--- config.mk ---
export PLATFORM = sky130hd
export DESIGN_NAME = snake_game_ctrl
export DESIGN_NICKNAME = d
export VERILOG_FILES = /design/src/rtl/snake_pkg.sv /design/src/rtl/btn_debounce.sv /design/src/rtl/snake_game_ctrl.sv
export SDC_FILE = /design/constraint.sdc
export NUM_CORES = 1
export LEC_CHECK = 0
export BUFFER_PORTS_ARGS = -buffer_cell sky130_fd_sc_hd__buf_2
export CORE_MARGIN = 4
export CORE_UTILIZATION = 55
export DETAILED_ROUTE_END_ITERATION = 8
export GPL_TIMING_DRIVEN = 1
export PLACE_DENSITY_LB_ADDON = 0.3
export SYNTH_ARGS = -nofsm -noshare
export SYNTH_HDL_FRONTEND = slang
export SYNTH_SLANG_ARGS = --single-unit
--- constraint.sdc ---
create_clock -name ClkPort -period 8.8 [get_ports ClkPort]
set_clock_uncertainty 0.2 [all_clocks]
set_input_delay 0.44 -clock ClkPort [delete_from_list [all_inputs] [get_ports ClkPort]]
set_output_delay 0.44 -clock ClkPort [all_outputs]
set_load 0.03 [all_outputs]
--- src/rtl/snake_pkg.sv ---
// Shared encodings and helpers for the snake game controller.
package snake_pkg;

   typedef enum logic [1:0] {
      ST_IDLE  = 2'b00,
      ST_PLAY  = 2'b01,
      ST_DYING = 2'b10,
      ST_OVER  = 2'b11
   } state_t;

   typedef enum logic [1:0] {
      DIR_UP    = 2'b00,
      DIR_DOWN  = 2'b01,
      DIR_LEFT  = 2'b10,
      DIR_RIGHT = 2'b11
   } dir_t;

   localparam int TICK_W        = 26;
   localparam int FLASH_TOGGLES = 8;

   // Opposite heading; a snake may never turn straight back into itself.
   function automatic dir_t reverse_dir(input dir_t d);
      case (d)
         DIR_UP:    return DIR_DOWN;
         DIR_DOWN:  return DIR_UP;
         DIR_LEFT:  return DIR_RIGHT;
         default:   return DIR_LEFT;
      endcase
   endfunction

   // Four-digit BCD increment that sticks at 9999.
   function automatic logic [15:0] bcd_inc_sat(input logic [15:0] s);
      logic [15:0] r;
      logic        carry;
      r     = s;
      carry = 1'b1;
      if (s != 16'h9999) begin
         for (int i = 0; i < 4; i++) begin
            if (carry) begin
               if (r[i*4 +: 4] == 4'd9) begin
                  r[i*4 +: 4] = 4'd0;
               end else begin
                  r[i*4 +: 4] = r[i*4 +: 4] + 4'd1;
                  carry       = 1'b0;
               end
            end
         end
      end
      return r;
   endfunction

endpackage

--- src/rtl/btn_debounce.sv ---
// Push-button conditioner: 2-flop synchronizer, stable-count debouncer,
// and a one-cycle press pulse on the debounced rising edge.
module btn_debounce #(
   parameter int DEBOUNCE_CYCLES = 1_000_000
) (
   input  logic ClkPort,
   input  logic Reset,
   input  logic btn,
   output logic press
);

   localparam int            CW       = $clog2(DEBOUNCE_CYCLES + 1);
   localparam logic [CW-1:0] CNT_LAST = CW'(DEBOUNCE_CYCLES - 1);

   logic          meta;
   logic          sync;
   logic          level;
   logic [CW-1:0] cnt;

   // Bring the raw button into the clock domain.
   always_ff @(posedge ClkPort or posedge Reset) begin
      if (Reset) begin
         meta <= 1'b0;
         sync <= 1'b0;
      end else begin
         meta <= btn;
         sync <= meta;
      end
   end

   // Accept a new level only after it has held for the full window; pulse on acceptance of a press.
   always_ff @(posedge ClkPort or posedge Reset) begin
      if (Reset) begin
         level <= 1'b0;
         cnt   <= '0;
         press <= 1'b0;
      end else if (sync != level) begin
         if (cnt == CNT_LAST) begin
            level <= sync;
            cnt   <= '0;
            press <= sync;
         end else begin
            cnt   <= cnt + CW'(1);
            press <= 1'b0;
         end
      end else begin
         cnt   <= '0;
         press <= 1'b0;
      end
   end

endmodule

--- src/rtl/snake_game_ctrl.sv ---
// Snake game control: button conditioning, game-state FSM, move timing,
// direction commit, BCD score, speed levels and the death flash.
//
//   state    | meaning
//   ---------+-----------------------------------------------------------
//   ST_IDLE  | waiting for a first press; it sets the starting heading
//   ST_PLAY  | tick counter runs, turns queue, food scores, collision ends
//   ST_DYING | snake flashes via blank_o, input ignored
//   ST_OVER  | score/level frozen; a press clears them and returns to IDLE
module snake_game_ctrl
   import snake_pkg::*;
#(
   parameter int DEBOUNCE_CYCLES = 1_000_000,
   parameter int BASE_PERIOD     = 4_194_304,
   parameter int MIN_PERIOD      = 524_288,
   parameter int SPEED_STEP      = 262_144,
   parameter int FOODS_PER_LEVEL = 5
) (
   input  logic        ClkPort,
   input  logic        Reset,
   input  logic        BtnU,
   input  logic        BtnD,
   input  logic        BtnL,
   input  logic        BtnR,
   input  logic        collision_i,
   input  logic        food_eaten_i,
   output logic        move_tick_o,
   output logic [1:0]  dir_o,
   output logic [1:0]  state_o,
   output logic [15:0] score_bcd_o,
   output logic [3:0]  level_o,
   output logic        blank_o
);

   localparam int                FW         = $clog2(FOODS_PER_LEVEL + 1);
   localparam logic [FW-1:0]     FOOD_LAST  = FW'(FOODS_PER_LEVEL - 1);
   localparam int                FLASH      = (BASE_PERIOD / 4 > 0) ? BASE_PERIOD / 4 : 1;
   localparam logic [TICK_W-1:0] FLASH_LOAD = TICK_W'(FLASH - 1);
   localparam logic [TICK_W-1:0] BASE_P     = TICK_W'(BASE_PERIOD);
   localparam logic [TICK_W-1:0] MIN_P      = TICK_W'(MIN_PERIOD);
   localparam logic [TICK_W-1:0] STEP_P     = TICK_W'(SPEED_STEP);
   localparam logic [TICK_W-1:0] LVL_FLOOR  = TICK_W'(MIN_PERIOD + SPEED_STEP);
   localparam logic [2:0]        LAST_TGL   = 3'(FLASH_TOGGLES - 1);

   logic press_u, press_d, press_l, press_r;
   logic press_any;
   dir_t press_dir;
   logic turn_ok;

   state_t            state;
   dir_t              dir;
   dir_t              pending;
   logic [TICK_W-1:0] period;
   logic [TICK_W-1:0] tick_cnt;
   logic [TICK_W-1:0] flash_cnt;
   logic [2:0]        flash_tgl;
   logic [FW-1:0]     food_cnt;
   logic [15:0]       score;
   logic [3:0]        level;
   logic              move_tick;
   logic              blank;

   btn_debounce #(.DEBOUNCE_CYCLES(DEBOUNCE_CYCLES)) u_deb_u (
      .ClkPort(ClkPort), .Reset(Reset), .btn(BtnU), .press(press_u));
   btn_debounce #(.DEBOUNCE_CYCLES(DEBOUNCE_CYCLES)) u_deb_d (
      .ClkPort(ClkPort), .Reset(Reset), .btn(BtnD), .press(press_d));
   btn_debounce #(.DEBOUNCE_CYCLES(DEBOUNCE_CYCLES)) u_deb_l (
      .ClkPort(ClkPort), .Reset(Reset), .btn(BtnL), .press(press_l));
   btn_debounce #(.DEBOUNCE_CYCLES(DEBOUNCE_CYCLES)) u_deb_r (
      .ClkPort(ClkPort), .Reset(Reset), .btn(BtnR), .press(press_r));

   // Pick the winning press (U > D > L > R) and decide if it is a legal turn.
   // A turn that reverses either the committed heading or the already-queued
   // one is dropped, so a quick U-then-D from a rightward heading keeps U.
   always_comb begin
      press_any = press_u | press_d | press_l | press_r;
      if (press_u)      press_dir = DIR_UP;
      else if (press_d) press_dir = DIR_DOWN;
      else if (press_l) press_dir = DIR_LEFT;
      else              press_dir = DIR_RIGHT;
      turn_ok = press_any && (press_dir != reverse_dir(dir))
                          && (press_dir != reverse_dir(pending));
   end

   // Game FSM with all outputs registered.
   always_ff @(posedge ClkPort or posedge Reset) begin
      if (Reset) begin
         state     <= ST_IDLE;
         dir       <= DIR_RIGHT;
         pending   <= DIR_RIGHT;
         period    <= BASE_P;
         tick_cnt  <= '0;
         flash_cnt <= '0;
         flash_tgl <= '0;
         food_cnt  <= '0;
         score     <= '0;
         level     <= '0;
         move_tick <= 1'b0;
         blank     <= 1'b0;
      end else begin
         case (state)
            ST_IDLE: begin
               move_tick <= 1'b0;
               blank     <= 1'b0;
               if (press_any) begin
                  state    <= ST_PLAY;
                  dir      <= press_dir;
                  pending  <= press_dir;
                  tick_cnt <= '0;
                  period   <= BASE_P;
               end
            end
            ST_PLAY: begin
               if (food_eaten_i) begin
                  score <= bcd_inc_sat(score);
                  if (food_cnt == FOOD_LAST) begin
                     food_cnt <= '0;
                     if (level != 4'hF) level <= level + 4'd1;
                     period <= (period >= LVL_FLOOR) ? period - STEP_P : MIN_P;
                  end else begin
                     food_cnt <= food_cnt + FW'(1);
                  end
               end
               if (collision_i) begin
                  state     <= ST_DYING;
                  move_tick <= 1'b0;
                  flash_cnt <= FLASH_LOAD;
                  flash_tgl <= '0;
                  blank     <= 1'b0;
               end else begin
                  if (turn_ok) pending <= press_dir;
                  // >= so a shortened period catches a counter already past it
                  if (tick_cnt >= period - TICK_W'(1)) begin
                     move_tick <= 1'b1;
                     tick_cnt  <= '0;
                     dir       <= pending;
                  end else begin
                     move_tick <= 1'b0;
                     tick_cnt  <= tick_cnt + TICK_W'(1);
                  end
               end
            end
            ST_DYING: begin
               move_tick <= 1'b0;
               if (flash_cnt == '0) begin
                  flash_cnt <= FLASH_LOAD;
                  flash_tgl <= flash_tgl + 3'd1;
                  if (flash_tgl == LAST_TGL) begin
                     state <= ST_OVER;
                     blank <= 1'b0;
                  end else begin
                     blank <= ~blank;
                  end
               end else begin
                  flash_cnt <= flash_cnt - TICK_W'(1);
               end
            end
            default: begin
               move_tick <= 1'b0;
               blank     <= 1'b0;
               if (press_any) begin
                  state    <= ST_IDLE;
                  score    <= '0;
                  level    <= '0;
                  food_cnt <= '0;
                  tick_cnt <= '0;
               end
            end
         endcase
      end
   end

   assign move_tick_o = move_tick;
   assign dir_o       = dir;
   assign state_o     = state;
   assign score_bcd_o = score;
   assign level_o     = level;
   assign blank_o     = blank;

endmodule

Yosys cells after proc, flatten, opt, wreduce, memory -nomap -nowiden
Index checks and enable logic that the tools add are counted.
- bits in registers: 208
- input port bits: 8
- output and inout port bits: 26
- word-level logic and storage cells: 215
- add/sub/neg operators: 15
- magnitude comparators: 2
- equal/unequal tests: 38
- mux-type cells: 90
- bitwise operators: 6
- reduce and logical (&&, ||, !) cells: 29
- operators with widths (kind ; count):
    $mux 26 ; 9
    $mux 20 ; 8
    $pmux 26 s2 ; 3
    $add 20x1->20 const B ; 4
    $eq 20x20->1 const B ; 4
    $sub 26x1->26 const B ; 2
    $mux 16 ; 3
    $mux 4 ; 11
    $pmux 16 s2 ; 1
    $mux 1 ; 29
    $ne 2x2->1 const B ; 14
    $add 26x1->26 const B ; 1
    $ge 26x20->1 const B ; 1
    $ge 26x26->1 ; 1
    $logic_not 26->1 ; 1
    $sub 26x19->26 const B ; 1
    $reduce_and 5->1 ; 5
    $mux 2 ; 12
    $add 4x1->4 const B ; 5
    $pmux 2 s3 ; 3
    $eq 4x4->1 const B ; 4
    $ne 16x16->1 const B ; 1
    $reduce_and 4->1 ; 4
    $mux 3 ; 5
    other kinds (20) ; 48

Logic depth before layout (Yosys ltp)
- depth in word-level cells: 17
- gate-level depth with buffers: 13
- depth with buffers taken out: 11

By module
From an unflattened synthesis, not the netlist that was laid out.
- cells, all modules: 1045
- area total of the unflattened synthesis: 10312.4 µm²
- by module, submodules not included (module ; times used ; cells each ; area each (µm²) ; sequential area each (µm²)):
    snake_game_ctrl ; 1 ; 613 ; 5557.8 ; 2358.5
    btn_debounce ; 4 ; 108 ; 1188.6 ; 600.6

Least setup slack after synthesis
No wires, ideal clock.
- path type: reg2reg
- start point: register period[23]
- end point: register tick_cnt[3]
- library setup time: 136 ps
- data arrival time: 2767 ps
- data required time: 8464 ps
- slack: 5697 ps
- cell stages (with the launch flop): 12
- buffers on the path: 2
- clock period less this slack: 3103 ps
- cell sequence: dfrtp_1 -> or4_1 -> nor4_1 -> xnor2_1 -> ha_1 -> and4_1 -> nor4b_1 -> a21oi_1 -> buf_2 -> nand2_1 -> clkbuf_1 -> o21ai_0
- cells in the longest elaborated chain, start to end: 5
- ends and longest elaborated chain (element ; line ; text):
    start, declared ; snake_game_ctrl.sv:53 ; logic [TICK_W-1:0] period;
    start signal, assigned ; snake_game_ctrl.sv:119 ; period <= (period >= LVL_FLOOR) ? period - STEP_P : MIN_P;
    $sub 26x1->26 ; snake_game_ctrl.sv:133 ; if (tick_cnt >= period - TICK_W'(1)) begin
    $ge 26x26->1 ; snake_game_ctrl.sv:133 ;
    $mux 26 ; snake_game_ctrl.sv:133 ;
    $mux 26 ; snake_game_ctrl.sv:124 ; if (collision_i) begin
    $pmux 26 s2 ; snake_game_ctrl.sv:101 ; case (state)
    end signal, assigned ; snake_game_ctrl.sv:139 ; tick_cnt <= tick_cnt + TICK_W'(1);
    end, declared ; snake_game_ctrl.sv:54 ; logic [TICK_W-1:0] tick_cnt;
No other way between the ends. The select of a mux whose other input is x is not followed.
A chain may end at the register's enable or synchronous reset.

Final worst setup path
- start point: register period[23]
- end point: register tick_cnt[18]
The elaborated chain is that of the path after synthesis.

==> results.md <==
Power and ir drop:
- Summed over all nets, the switching power comes to between 0.0003 and 0.0004 W.
- The clock network burns 46.7% of the power.
- The share of total power in sequential cells is between 50% and 60%.
- The total power draw is roughly 0.0018 W.
- The leakage power total is roughly 4.8 nW.
- Per report_power, the combinational group accounts for under 10% of the total.
- Power spread over the standard cell area amounts to 160 mW/mm2.
- In this run switching power makes up a little over a fifth of total power.
- The cell internal power dissipation is 0.00138 W.
- VDD sags by at most 0.128 mV.

Outcome:
- The run finished, with violations left.
- The checks that failed: hold timing.

Yosys:
- Counting distinct cell types in the post-synthesis netlist gives between 60 and 70.
- In this run, synthesis inferred 0 flip-flops with an integrated enable.
- The post-synthesis area per instance is just under 10 um2.
- The post-synthesis sequential area ratio is 47.8%.
- The most used flip-flop cell after synthesis is dfrtp_1.
- The async set-reset flop share out of synthesis is 100%.
- Counting every net in the synthesized netlist gives ~1.1k.
- Summing every instance area after synthesis gives between 0.009 and 0.01 mm2.
- The synthesized-area fraction occupied by ao, oa, aoi and oai cells is between 8 and 9%.
- After synthesis, the largest family of logic cells by area is simple AND/OR/NAND/NOR gates.
- The synthesized netlist devotes around 25% of its cell area to simple gates.
- Of the total synthesized cell area, the portion taken by full adders, half adders and majority gates is under 10%.
- The number of warnings issued by yosys is 0.
- The count of mapped cells out of synthesis is ~1.0k.
- The flip-flop and latch count after synthesis is 190.
- The synthesized netlist devotes 9.94% of its cell area to XOR and XNOR gates.
- The portion of synthesized area spent on multiplexers is under 10%.

Clocking:
- TritonCTS built the clock tree.
- Buffers added to address setup during post-CTS repair amount to 0.
- The number of clock buffers inserted by TritonCTS is 17.
- The insertion delay of the later-clocked pin in the worst-skew pair is about 0.43 ns.
- The cell at the root of the clock tree is clkbuf_16.
- The number of H-tree branching levels is 4.
- The clock passes through at most 2 buffers.
- The sink count of the clock tree is 190.
- After clock tree synthesis, the clock-pin slew on the worst setup and hold paths is approximately 0.07 ns.

Layout:
- From synthesis to final layout, the design area changed by 10.4%.
- After routing the design area is ~0.011 mm2.
- At the end of the flow the core is filled with cells to a little over three fifths.
- The layout has approximately 1.5k filler cells.
- The repair_antennas step left the layout with diodes totalling 0.
- The layout net count is approximately 1.1k.
- The fraction of final layout cells sized beyond drive strength 1 is under 10%.

STA:
- The number of slew-limit violations in the final report was 0.
- Setup violations remaining at the end of the flow were counted as 0.
- At the pin with the least slew margin, the transition time is between 0.8 and 0.9 ns.
- The worst path uses between 40 and 50% of the clock period.
- The number of hold violations in the final report is 48.
- In this run the tightest slew margin relative to its limit is just over 40%.
- Setup repair after global routing left no endpoint under its margin.
- The worst hold-check slack is -0.0645 ns.
- Static timing analysis puts the maximum clock frequency at ~260 MHz.
- After routing, the total negative slack on setup checks comes to 0 ns.
- The post-layout minimum cycle time is slightly below 4 ns.

Placement:
- The count of input and output buffers is 33.
- The congestion estimate from routability-driven global placement came to 0.857.
- After legalization and detailed placement, the total HPWL measured 12.6 mm.
- The placed standard-cell area is 0.0103 mm2.

GRT:
- The residual overflow from global routing is 0.
- The initial antenna violation count is 0.
- The via count of the first global-routing pass is about 7.3k.
- The global-route wire length before repair is about 34 mm.
- In the global route stage, overall resource usage came out at 20.0%.
- The largest net degree at the start of global routing is around 120.

Detailed routing:
- For this block, the routed nets add up to between 15 and 20 mm of wire.
- The detailed router finished its first iteration with 446 violations.
- The detail route stage leaves a number of antenna-violating nets equal to 0.
- The detailed-routing iteration count for the pre-antenna-repair pass is 5.
- The post-route DRC violation count is 0.
- The routed layout has ~7.6k vias.
- In the final routed layout, each cell accounts on average for around 15 um.
- In the routed layout, each cell is associated on average with a via count of 5.79.

Setup path:
- In this run the worst path has a maximum fanout of 15.
- The nature of the critical path startpoint is a flop.
- STA classifies the critical path endpoint as a flop.
- The critical path is of the flop to flop type.
- The critical path required time is 8.92 ns.
- The data arrival time of the critical path is approximately 4 ns.

Min path:
- The path category of the worst min-delay check is input pin to asynchronous set/reset pin.

Die:
- The row count is between 40 and 50.
- The initial utilization of the core area, before any placement, comes to between 50% and 60%.
- The die area is slightly above 0.02 mm2.
- The area inside the core boundary is approximately 0.018 mm2.
- The floorplan step set the die height to around 140 um.
- In this run the horizontal extent of the chip is roughly 140 um.
- Pin placement for this block handled 34 I/O pins.

Job:
- The tool flagged a number of max-cap violations equal to 0.
==> Yosys cell counts, types with 4 or more instances <==
master / instances / share of area (%)
mux2_2: 6 / 0.68
and4_1: 9 / 0.79
dfrtp_1: 185 / 46
or2_2: 4 / 0.25
inv_1: 36 / 1.4
nor2_1: 128 / 4.8
nor4b_1: 9 / 0.79
mux2i_1: 7 / 0.70
and3_1: 18 / 1.1
a31oi_1: 9 / 0.57
nand2b_1: 8 / 0.50
nand2_1: 100 / 3.8
o211ai_1: 8 / 0.60
xnor2_1: 63 / 5.5
nand4_1: 40 / 2.5
clkbuf_1: 26 / 0.98
nand3b_1: 4 / 0.30
a21oi_1: 28 / 1.4
xor2_1: 50 / 4.4
nor3_1: 33 / 1.7
ha_1: 35 / 4.4
o41ai_1: 5 / 0.44
nor3b_1: 7 / 0.53
nand3_1: 61 / 3.1
o22ai_1: 8 / 0.50
o21ai_0: 44 / 2.2
or3_1: 6 / 0.38
and2_1: 6 / 0.38
nor4_1: 25 / 1.6
or4_1: 6 / 0.45
dfstp_2: 5 / 1.3
o31ai_1: 5 / 0.38
==> layout make-up <==
class                   instances  area [um2]  share of cell area [%]
inverters                      36         143                    1.30
clock buffers                  20         447                    4.06
repair buffers                 43         250                    2.28
clock inverters                12         180                    1.64
well taps                     225         282                    2.56
multi-input cells             781        4930                    44.9
flip-flops and latches        190        4760                    43.3
==> through the flow <==
step,setup WS [ns],cells
after floorplan,3.00,1037
after global placement,5.04,1271
after detailed placement,4.94,1271
after CTS,4.94,1307
after global routing,4.55,1307
final,4.92,1307
==> cells in the final DEF, fill, tap and decap left out, types with 9 or more instances in the layout <==
cell	instances
o21ai_0	44
nor4b_1	9
nand3_1	61
nor4_1	25
a31oi_1	9
dfrtp_1	185
inv_1	35
nor2_1	128
buf_2	33
nand4_1	40
and4_1	9
nand2_1	100
xor2_1	50
and3_1	18
clkbuf_16	17
a21oi_1	28
xnor2_1	63
nor3_1	33
ha_1	35
==> repair_timing <==
action                    in CTS  in global routing
hold endpoints to repair       4                  0
gates resized for setup        0                  0
hold buffers                   4                  0
==> sequential cells by signal, summed over array words and instances, names as in the netlist, 2 cells and up <==
register     count
dir_o            2
flash_cnt       26
flash_tgl        3
food_cnt         3
level_o          4
pending          2
period           8
score_bcd_o     16
state_o          2
tick_cnt        26
u_deb_d.cnt     20
u_deb_l.cnt     20
u_deb_r.cnt     20
u_deb_u.cnt     20
==> final timing paths <==
kind,depth (start not counted),slack (ns),end,from
min,2,-0.06,u_deb_u.meta,Reset
min in group ClkPort,3,0.12,food_cnt[0],food_eaten_i
max in group asynchronous,3,7.00,period[20],Reset
max,10,4.92,tick_cnt[18],period[23]
min reg2reg,0,0.15,u_deb_r.sync,u_deb_r.meta
max reg2reg,10,4.92,tick_cnt[18],period[23]
==> power groups by stage <==
stage | Combinational (W) | Sequential (W) | Clock, W
2_1_floorplan | 0.0000317 | 0.000909 | 0
3_3_place_gp | 0.0000420 | 0.000911 | 0
3_5_place_dp | 0.0000429 | 0.000911 | 0
4_1_cts | 0.0000449 | 0.000895 | 0.000842
5_1_grt | 0.0000508 | 0.000897 | 0.000877
6_report | 0.0000430 | 0.000895 | 0.000822
==> kinds of logic (layout without fill, tap and decap cells) <==
| logic type | after synthesis | count (layout) |
|---|---|---|
| and+or+nand+nor | 482 | 482 |
| DFF | 190 | 190 |
| AOI/OAI and AO/OA | 136 | 136 |
| xor gates and xnor gates | 113 | 113 |
| buffers and inverters | 66 | 111 |
| adders and majority gates | 35 | 35 |
| muxes | 15 | 15 |
==> worst max-delay path, cell delays in order, from the launching register on <==
cell and delay [ns]:
dfrtp_1 0.40, or4_1 0.57, nor4_1 0.25, xnor2_1 0.19, ha_1 0.29, and4_1 0.18, nor4b_1 0.14, a21oi_1 0.49
buf_4 0.30, nand2_1 0.34, o311ai_0 0.41
==> layer usage <==
metal	wire length [um]	up-vias	track usage (%)
met5	0	-	0
met4	282	0	6.50
met3	600	19	3.46
met2	8800	117	31.2
met1	9370	3675	28.5
li1	-	3756	-
No activity file was read; power rests on OpenSTA's default activity.
